`config.mk`:
```
export PLATFORM = sky130hd
export DESIGN_NAME = gvt_tracker
export DESIGN_NICKNAME = d
export VERILOG_FILES = /design/src/rtl/gvt_tracker.sv
export SDC_FILE = /design/constraint.sdc
export NUM_CORES = 1
export LEC_CHECK = 0
export CORE_MARGIN = 5
export CORE_UTILIZATION = 57
export CTS_BUF_LIST = sky130_fd_sc_hd__clkbuf_2 sky130_fd_sc_hd__clkbuf_4 sky130_fd_sc_hd__clkbuf_8
export DETAILED_ROUTE_END_ITERATION = 8
export PLACE_DENSITY = 0.84
export SLEW_MARGIN = 10
export SYNTH_ARGS = -nofsm -noshare
export SYNTH_HDL_FRONTEND = slang
export SYNTH_SLANG_ARGS = --single-unit
```
`constraint.sdc`:
```
create_clock -name clk -period 4.2 [get_ports clk]
set_input_delay 0.84 -clock clk [delete_from_list [all_inputs] [get_ports clk]]
set_output_delay 0.84 -clock clk [all_outputs]
set_load 0.02 [all_outputs]
```
`src/rtl/gvt_tracker.sv`:
```
// gvt_tracker: scans per-core LVTs and the queue minimum to commit a monotonic GVT and flag the end of simulation
module gvt_tracker #(
  parameter int NUM_CORES = 8,
  parameter int CORE_ID_W = 3,
  parameter int TIME_W    = 14,
  parameter int END_TIME  = 1000
) (
  input  logic                 clk,
  input  logic                 rst_n,
  input  logic                 lvt_vld,
  input  logic [CORE_ID_W-1:0] lvt_core,
  input  logic [TIME_W-1:0]    lvt_time,
  input  logic                 qmin_vld,
  input  logic [TIME_W-1:0]    qmin_time,
  output logic [TIME_W-1:0]    gvt,
  output logic                 gvt_vld,
  output logic                 rtn_vld,
  output logic                 err_lvt
);
  typedef enum logic [1:0] {SCAN, COMMIT, DONE} state_t;
  localparam logic [TIME_W-1:0] INF = '1;
  localparam logic [TIME_W-1:0] END_T = TIME_W'(END_TIME);
  localparam logic [CORE_ID_W-1:0] LAST = CORE_ID_W'(NUM_CORES - 1);
  state_t state, state_nxt;
  logic [TIME_W-1:0] lvt [NUM_CORES];
  logic [TIME_W-1:0] acc, rd, qsrc, base, scan_min, cand, nxt_gvt;
  logic [CORE_ID_W-1:0] idx;
  logic [NUM_CORES-1:0] wr, bad;
  logic accept;
  assign accept = lvt_vld && state != DONE;
  assign qsrc = qmin_vld ? qmin_time : INF;
  assign base = idx == '0 ? qsrc : acc;
  assign scan_min = rd < base ? rd : base;
  assign cand = acc < qsrc ? acc : qsrc;
  // an all-infinity round carries no information, so gvt holds
  assign nxt_gvt = cand == INF ? gvt : cand > gvt ? cand : gvt;
  always_comb begin
    rd = '0;
    for (int i = 0; i < NUM_CORES; i++) rd = idx == CORE_ID_W'(i) ? lvt[i] : rd;
  end
  for (genvar g = 0; g < NUM_CORES; g++) begin : g_ent
    logic hit;
    assign hit = accept && lvt_core == CORE_ID_W'(g);
    assign bad[g] = hit && lvt_time < lvt[g];
    assign wr[g] = hit && lvt_time >= lvt[g];
  end
  always_ff @(posedge clk) begin
    for (int i = 0; i < NUM_CORES; i++) lvt[i] <= !rst_n ? '0 : wr[i] ? lvt_time : lvt[i];
  end
  always_ff @(posedge clk) state <= !rst_n ? SCAN : state_nxt;
  always_comb state_nxt = state == SCAN   ? (idx == LAST ? COMMIT : SCAN) :
                          state == COMMIT ? (nxt_gvt >= END_T ? DONE : SCAN) : DONE;
  always_comb rtn_vld = state == DONE;
  always_ff @(posedge clk) begin
    if (!rst_n) begin
      idx     <= '0;
      acc     <= '0;
      gvt     <= '0;
      gvt_vld <= 1'b0;
      err_lvt <= 1'b0;
    end else begin
      gvt_vld <= state == COMMIT;
      err_lvt <= err_lvt || |bad;
      if (state == SCAN) begin
        acc <= scan_min;
        idx <= idx == LAST ? '0 : idx + CORE_ID_W'(1);
      end
      if (state == COMMIT) gvt <= nxt_gvt;
    end
  end
endmodule
```
# After elaboration in Yosys (flattened, before gate mapping)
# Memory sizes are Yosys's and may differ from the RTL's.
# Cells that the tools add are included.
classes:
  n_addsub: 1
  mul: 0
  div_mod_pow: 0
  order_cmp: 20
  n_eq_ne: 18
  n_shift: 0
  muxes: 35
  n_bitwise: 0
  n_reduce_logical: 30
op_table:
  columns: ["operator", "n"]
  rows:
  - ["$mux W14", 30]
  - ["$lt A14 B14 Y1", 10]
  - ["$ge A14 B14 Y1", 8]
  - ["$logic_and A1 B1 Y1", 25]
  - ["$eq A3 B3 Y1 const B", 8]
  - ["$eq A14 B14 Y1 const B", 1]
  - ["$ge A14 B10 Y1 const B", 1]
  - ["$gt A14 B14 Y1", 1]
  - ["$eq A3 B2 Y1 const B", 4]
  - ["$reduce_or A8 Y1", 1]
  - ["$eq A3 B1 Y1 const B", 2]
  - ["$logic_not A3 Y1", 2]
  - ["$mux W2", 3]
  - ["$add A3 B1 Y3 const B", 1]
  - ["$mux W3", 1]
  - ["$eq A2 B1 Y1 const B", 1]
  - ["$eq A2 B2 Y1 const B", 1]
  - ["$logic_not A2 Y1", 1]
  - ["$ne A2 B2 Y1 const B", 1]
  - ["$logic_or A1 B1 Y1", 1]
  - ["$mux W1", 1]
word_totals:
  regBits: 35
  latch_bits: 0
  mem_bits_rw: 112
  mem_bits_ro: 0
  input_bits: 35
  output_inout_bits: 17
  wordCells: 111
  n_memories: 1
mem_list:
  columns: ["memory", "words", "width", "read_ports", "rd_clocked_by_memory_dff", "write_ports", "line_no", "rtl"]
  rows:
  - ["lvt", 8, 14, 8, 0, 8, "25", "logic [TIME_W-1:0] lvt [NUM_CORES];"]

# Logic depth before layout (Yosys ltp)
# Gate-level depths: netlist of run 1.
depth:
  depth_word: 11
  depth_mapped: 21
  mapped_depth_nobuf: 17

# Worst setup path after synthesis of run 1
# OpenSTA, ideal clock, no wires.
synth_path:
  path_kind: "input -> register"
  from: "in qmin_vld"
  to: "reg gvt[10]"
  setup_ps: 71
  t_arrival_ps: 4298
  required_time_ps: 4129
  setup_slack_ps: -168
  cell_stages: 19
  n_path_buf: 4
  cell_sequence: "clkbuf_1 > nand2b_1 > inv_1 > ha_1 > inv_1 > or4_1 > o211ai_1 > buf_4 > buf_4 > mux2i_1 > ha_1 > a21oi_1 > nor2b_1 > o311ai_0 > nand3_1 > o311ai_1 > clkbuf_1 > o21ai_0 > a21oi_1"
synth_between:
  elab_chain_len: 6
  word_cells_on_any_way: 7
  classes_between: "order compare (2); eq/ne (1); mux (4)"
synth_lines:
  columns: ["item", "line_no", "rtl"]
  rows:
  - ["from (decl)", "13", "input logic qmin_vld,"]
  - ["$mux W14 (*)", "31", "assign qsrc = qmin_vld ? qmin_time : INF;"]
  - ["$lt A14 B14 Y1", "34", "assign cand = acc < qsrc ? acc : qsrc;"]
  - ["$mux W14 (*)", "34", null]
  - ["$gt A14 B14 Y1", "36", "assign nxt_gvt = cand == INF ? gvt : cand > gvt ? cand : gvt;"]
  - ["$mux W14", "36", null]
  - ["$mux W14 (*)", "36", null]
  - ["to (signal assigned)", "68", "if (state == COMMIT) gvt <= nxt_gvt;"]
  - ["to (decl)", "15", "output logic [TIME_W-1:0] gvt,"]
# Every way passes the cells marked *; elsewhere a longest branch is shown, timed or not.
# A chain may end at the register's enable or synchronous reset.

# Worst setup path after layout of run 1
layout_path:
  from: "in qmin_time[5]"
  to: "reg gvt[10]"
layout_between:
  elab_chain_len: 6
  word_cells_on_any_way: 7
  classes_between: "order compare (2); eq/ne (1); mux (4)"
layout_lines:
  columns: ["item", "line_no", "rtl"]
  rows:
  - ["from (decl)", "14", "input logic [TIME_W-1:0] qmin_time,"]
  - ["$mux W14 (*)", "31", null]
  - ["$lt A14 B14 Y1", "34", null]
  - ["$mux W14 (*)", "34", null]
  - ["$gt A14 B14 Y1", "36", null]
  - ["$mux W14", "36", null]
  - ["$mux W14 (*)", "36", null]
# Marked as above.

==> flow_summary.json, run 1 <==
{
  "setup_viol": 0,
  "p_seq_share_pct": 37.3,
  "slew_violations": 0,
  "dieArea_sq_um": 21900,
  "gr-usage-met1_pct": 34.3,
  "ys_seq_area_share_pct": 27.1,
  "maxCapViolCount": 0,
  "n_fill_cell": 1397,
  "insertion_delay_ns": 0.46,
  "p_total_w": 0.00403,
  "vias": 10600,
  "via_per_inst": 6.25,
  "drive_gt1_share_pct": 14.7,
  "skew_ns": 0.0164,
  "final_cell_mix": "ha_1 (153), inv_1 (148), dfxtp_1 (146)",
  "coreArea_sq_um": 18700,
  "die-height_um": 148,
  "cts_tree": "done",
  "rows": 50,
  "gr-max-usage-layer": "met2",
  "ys_async_sr_fraction_pct": 0,
  "hold_violations": 0,
  "io_pins": 52,
  "h-tree-depth": 4,
  "grt_pass1_vias": 10000,
  "synth_area_sq_um": 10900,
  "clkPwrFrac_pct": 27.2,
  "power_frac_comb_pct": 35.5,
  "synth-seq-cells": 147,
  "synth.distinct_cells": 69,
  "critPathMaxStageDelay_ns": 0.52,
  "crit_required_ns": 4.59,
  "avgSynthCellArea_sq_um": 8.11,
  "grt_pass1_wl_um": 49400,
  "use_met3_pct": 3.71,
  "wl_per_cell_um": 19.0,
  "yosys_warnings": 0,
  "fmax_mhz": 239,
  "finalInstanceArea_sq_um": 13000,
  "relSlewSlack_pct": 42.3,
  "internal-power_w": 0.00257,
  "portBuffers": 51,
  "dpl-instance-area_sq_um": 12100,
  "cpMostUsedCell": "a21oi_1",
  "gr-total-overflow": 0,
  "postSynthCellCount": 1340,
  "path_clk_slew_ns": 0.09,
  "end_kind": "flop",
  "drc_errors": 0,
  "crit_chain": "clkdlybuf4s50_1 -> nor2b_2 -> ha_1 -> a41o_1 -> a21oi_1 -> o31a_1 -> o211ai_1 -> buf_4 -> buf_6 -> mux2_4 -> ha_4 -> nand4_1 -> nor2_4 -> o311ai_4 -> nand3_4 -> o311a_4 -> buf_8 -> nand3_1 -> a21oi_1",
  "diodes": 0,
  "worstMarginPinSlew_ns": 0.861,
  "numCtsBuffers": 17,
  "cpMaxStageDelayCell": "clkdlybuf4s50_1",
  "power_leakage_nw": 5.30,
  "gr-usage-met2_pct": 47.1,
  "postLayoutCoreUtil_pct": 69.5,
  "run_status": "finished, final reports clean",
  "first_pass_iters": 6,
  "ir_worst_vdd_v": 0.000204,
  "period_minus_slack_ns": 4.19,
  "power.switching_w": 0.00146,
  "switching_share_pct": 36.2,
  "areaGrowthSynthToFinish_pct": 19.6,
  "initial_core_util_pct": 58.1,
  "critical_path_class": "in -> reg",
  "root_buffer": "clkbuf_8",
  "drt-initial-drc-count": 858,
  "synthFlopType": "dfxtp_1",
  "layout_commonest_cell": "ha_1",
  "fin_crit_sh_pct": 99.8,
  "ant_nets": 0,
  "clockBufferDepth": 2,
  "synth_edf_count": 0,
  "wl_um": 32100,
  "cp-start-kind": "primary input",
  "gp_congestion": 1.02,
  "dp_hpwl_um": 23600,
  "fin_nets": 1638,
  "synth_fp_nets": 1533,
  "p_per_area_nw_per_um2": 310,
  "hold_path_class": "reg -> reg",
  "hold-worst-slack_ns": 0.501,
  "grt_antenna_before_repair": 0,
  "crit_arrival_ns": 4.58,
  "grt_max_degree": 66,
  "die_x_um": 148,
  "track_usage_pct": 27.6,
  "worstPathMaxFanout": 7,
  "numClockSinks": 147
}
[cells by family (layout without fill, tap and decap cells)]
| family | Yosys count | in the layout | synth area share (%) |
|---|---|---|---|
| AO/OA/AOI/OAI | 305 | 306 | 18.6 |
| adder cells (fa/ha/maj) | 158 | 158 | 18.2 |
| AND/OR/NAND/NOR | 390 | 390 | 17.3 |
| multiplexers | 113 | 113 | 10.4 |
| buffers and inverters | 227 | 344 | 8.40 |
| flip-flops | 147 | 147 | 27.1 |
[synthesized netlist by cell type, types with 4 or more instances]
library cell	instances	area (sq um)
buf_4	7	52.6
nor2b_1	34	213
a211oi_1	17	128
dfxtp_1	147	2940
ha_1	158	1980
o21ai_0	38	190
o211ai_1	18	135
o21ai_1	13	65.1
and2_1	4	25.0
nand3_1	88	440
o311ai_1	16	140
buf_2	9	45.0
nor2_1	139	522
o22ai_1	17	106
mux2i_1	112	1120
and3_1	5	31.3
o21bai_1	4	30.0
nor4_1	12	75.1
o21a_1	4	30.0
o31ai_1	16	120
inv_1	149	559
clkbuf_1	54	203
a21oi_1	99	495
nor3_1	10	50.1
a221oi_1	15	131
and4_1	5	43.8
nand4_1	22	138
nand2b_1	11	68.8
nand2_1	50	188
a21o_1	11	82.6
[worst max-delay path, delay by kind of cell]
family	cells	cell delay (ns)
AO/OA/AOI/OAI	7	1.19
multiplexers	1	0.32
AND/OR/NAND/NOR	5	0.65
buffers and inverters	4	0.99
adder cells (fa/ha/maj)	2	0.60
[per-stage QoR]
step / setup slack (ns) / instances / setup TNS (ns)
2_1_floorplan: 0.0227 / 1340 / 0
3_3_place_gp: -0.587 / 1642 / -8.54
3_5_place_dp: -0.723 / 1642 / -11.34
4_1_cts: -0.00320 / 1683 / -0.00320
5_1_grt: -0.0926 / 1692 / -0.457
6_report: 0.0103 / 1692 / 0
[sequential cells by signal (all words and copies together), names as in the netlist]
| signal | count |
|---|---|
| err_lvt | 1 |
| acc | 14 |
| state | 2 |
| lvt | 112 |
| idx | 3 |
| gvt_vld | 1 |
| gvt | 14 |
[final timing paths]
path | slack [ns] | to | cells after the start | from
min reg2reg | 0.50 | lvt[1][5] | 2 | lvt[1][5]
max | 0.01 | gvt[10] | 19 | qmin_time[5]
min | 0.50 | lvt[1][5] | 2 | lvt[1][5]
max reg2reg | 0.29 | acc[11] | 18 | idx[1]
[routing by layer]
| metal | up-vias | share of wire [%] |
|---|---|---|
| met1 | 4948 | 41 |
| met2 | 475 | 48 |
| met5 | - | 0 |
| li1 | 5011 | - |
| met4 | 0 | 5.5 |
| met3 | 137 | 6.2 |
[final cells by class]
cell class                      count  area, sq um  share of cell area, %
Tap cell                          234          293                   2.25
Timing Repair Buffer              161         1400                   10.7
Sequential cell                   147         2940                   22.7
Inverter                          151          568                   4.37
Multi-Input combinational cell    967         7400                   57.0
Clock buffer                       19          262                   2.01
Clock inverter                     13          126                  0.973
[timing repair]
action,in CTS,in global routing
hold buffers,0,0
setup endpoints to repair,15,29
cloned,0,1
pin swaps,7,24
buffers inserted,9,8
endpoints found under the hold margin,0,0
gates resized for setup,9,86
[power by group through the flow]
stage / combinational, W / clock [W] / sequential, W
6_report: 0.00143 / 0.00110 / 0.00150
3_5_place_dp: 0.00115 / 0 / 0.00153
5_1_grt: 0.00155 / 0.00118 / 0.00151
3_3_place_gp: 0.00111 / 0 / 0.00153
4_1_cts: 0.00121 / 0.00110 / 0.00150
2_1_floorplan: 0.000766 / 0 / 0.00151
Note: power is estimated with default switching activity, not from simulation.
==> run 2: changes to the inputs <==
- CORE_MARGIN: 5 -> 2
==> flow_summary.json, run 2 (synthesized netlist as in run 1, its figures left out) <==
{
  "clockBufferDepth": 2,
  "via_per_inst": 6.28,
  "fmax_mhz": 244,
  "drc_errors": 0,
  "n_fill_cell": 1491,
  "relSlewSlack_pct": 36.6,
  "cp-start-kind": "primary input",
  "fin_nets": 1628,
  "dpl-instance-area_sq_um": 12000,
  "crit_required_ns": 4.59,
  "track_usage_pct": 31.5,
  "power_leakage_nw": 5.30,
  "gr-total-overflow": 0,
  "io_pins": 52,
  "grt_pass1_wl_um": 51100,
  "crit_arrival_ns": 4.49,
  "numClockSinks": 147,
  "grt_antenna_before_repair": 0,
  "slew_violations": 0,
  "skew_ns": 0.0136,
  "fin_crit_sh_pct": 97.5,
  "p_total_w": 0.00417,
  "layout_commonest_cell": "ha_1",
  "reg_top3": "lvt: 112 flops, acc: 14 flops, gvt: 14 flops",
  "grt_pass1_vias": 10300,
  "largest-register": "lvt",
  "drt-initial-drc-count": 719,
  "numCtsBuffers": 17,
  "finalSetupTns_ns": 0,
  "final_cell_mix": "ha_1 (155), inv_1 (148), dfxtp_1 (147)",
  "cts_tree": "done",
  "portBuffers": 51,
  "vias": 10600,
  "largest_reg_flops": 112,
  "gp_congestion": 0.938,
  "power.switching_w": 0.00140,
  "root_buffer": "clkbuf_8",
  "h-tree-depth": 4,
  "power_frac_comb_pct": 33.6,
  "rows": 50,
  "insertion_delay_ns": 0.47,
  "die_x_um": 142,
  "finalInstanceArea_sq_um": 12800,
  "wl_um": 31400,
  "critical_path_class": "in -> reg",
  "p_per_area_nw_per_um2": 325,
  "worstPathMaxFanout": 7,
  "worstMarginPinSlew_ns": 0.946,
  "drive_gt1_share_pct": 13.1,
  "grt_max_degree": 83,
  "dieArea_sq_um": 20200,
  "die-height_um": 142,
  "path_clk_slew_ns": 0.08,
  "wl_per_cell_um": 18.7,
  "hold_violations": 0,
  "timing.final.ws_setup_ns": 0.104,
  "diodes": 0,
  "ant_nets": 0,
  "maxCapViolCount": 0,
  "coreArea_sq_um": 18700,
  "dp_hpwl_um": 23200,
  "run_status": "finished, final reports clean",
  "ir_worst_vdd_v": 0.000232,
  "internal-power_w": 0.00278,
  "setup_viol": 0,
  "period_minus_slack_ns": 4.10,
  "first_pass_iters": 6,
  "p_seq_share_pct": 36.1,
  "clkPwrFrac_pct": 30.4,
  "initial_core_util_pct": 58.1,
  "end_kind": "flop",
  "areaGrowthSynthToFinish_pct": 18.1,
  "hold_path_class": "reg -> reg",
  "pre_cts_slack_ns": -0.941,
  "switching_share_pct": 33.5
}
-- run 2: cell count changes in the layout (fill, tap and decap cells not counted), moves of 4 or more --
cell | previous run | this run
mux2i_4 | 6 | 0
o21ai_2 | 0 | 5
o21ai_1 | 16 | 22
a21oi_1 | 89 | 94
nand3_1 | 80 | 85
a21oi_2 | 11 | 6
mux2i_2 | 1 | 7
buf_4 | 103 | 93
nand3_4 | 4 | 0
o21ai_0 | 35 | 24
-- run 2: repair_timing --
item | in CTS | in global routing
gates cloned | 1 | 0
pin swaps | 11 | 22
buffers inserted | 11 | 4
hold buffers | 0 | 0
gates resized for setup | 35 | 46
endpoints found under the setup margin | 15 | 23
-- run 2: worst max-delay path, stage by stage --
cell and delay (ns):
clkdlybuf4s50_1 0.52, nor2b_2 0.07, ha_1 0.31, a41o_1 0.23
a21oi_2 0.10, o31a_1 0.18, o211ai_1 0.11, buf_4 0.20
buf_6 0.13, mux2i_2 0.15, ha_1 0.34, nand4_1 0.19
nor2_4 0.22, o311ai_4 0.14, nand3_2 0.14, o311a_4 0.21
buf_6 0.13, nand3_1 0.09, a21oi_1 0.19
-- run 2: final timing paths --
| path | slack (ns) | to | from | cells past startpoint |
|---|---|---|---|---|
| worst max-delay path | 0.10 | gvt[7] | qmin_time[4] | 19 |
| worst min-delay path | 0.50 | lvt[1][21] | lvt[1][21] | 2 |
| worst max register to register | 0.35 | acc[13] | idx[0] | 16 |
| worst min register to register | 0.50 | lvt[1][21] | lvt[1][21] | 2 |
-- run 2: through the flow --
step / utilization [%] / instances / hold WS (ns)
after floorplan: - / 1340 / 0.445
after global placement: 64.3 / 1636 / 0.472
after detailed placement: 64.3 / 1636 / 0.481
after CTS: 67.7 / 1679 / 0.498
after global routing: 68.6 / 1681 / 0.524
final: 68.6 / 1681 / 0.499
-- run 2: per-layer routing --
metal	vias up	global-route usage, %	share of wire, %
met5	-	0	0
met2	451	53.8	47
met3	111	4.14	5.9
met1	4982	39.1	42
met4	0	15.8	4.7
li1	5008	-	-
-- run 2: area by class of cell --
| class | count | area [sq um] | share of cell area (%) |
|---|---|---|---|
| well taps | 234 | 293 | 2.28 |
| clock inverters | 9 | 151 | 1.18 |
| repair buffers | 151 | 1330 | 10.3 |
| inverters | 151 | 568 | 4.43 |
| clock buffers | 22 | 297 | 2.31 |
| multi-input cells | 967 | 7250 | 56.5 |
| flip-flops and latches | 147 | 2940 | 22.9 |
-- run 2: power by group through the flow --
stage	clock network, W	registers (W)	logic [W]
after floorplan	0	0.00151	0.000766
after global placement	0	0.00153	0.00114
after detailed placement	0	0.00153	0.00117
after CTS	0.00127	0.00150	0.00129
after global routing	0.00132	0.00151	0.00153
final	0.00127	0.00150	0.00140
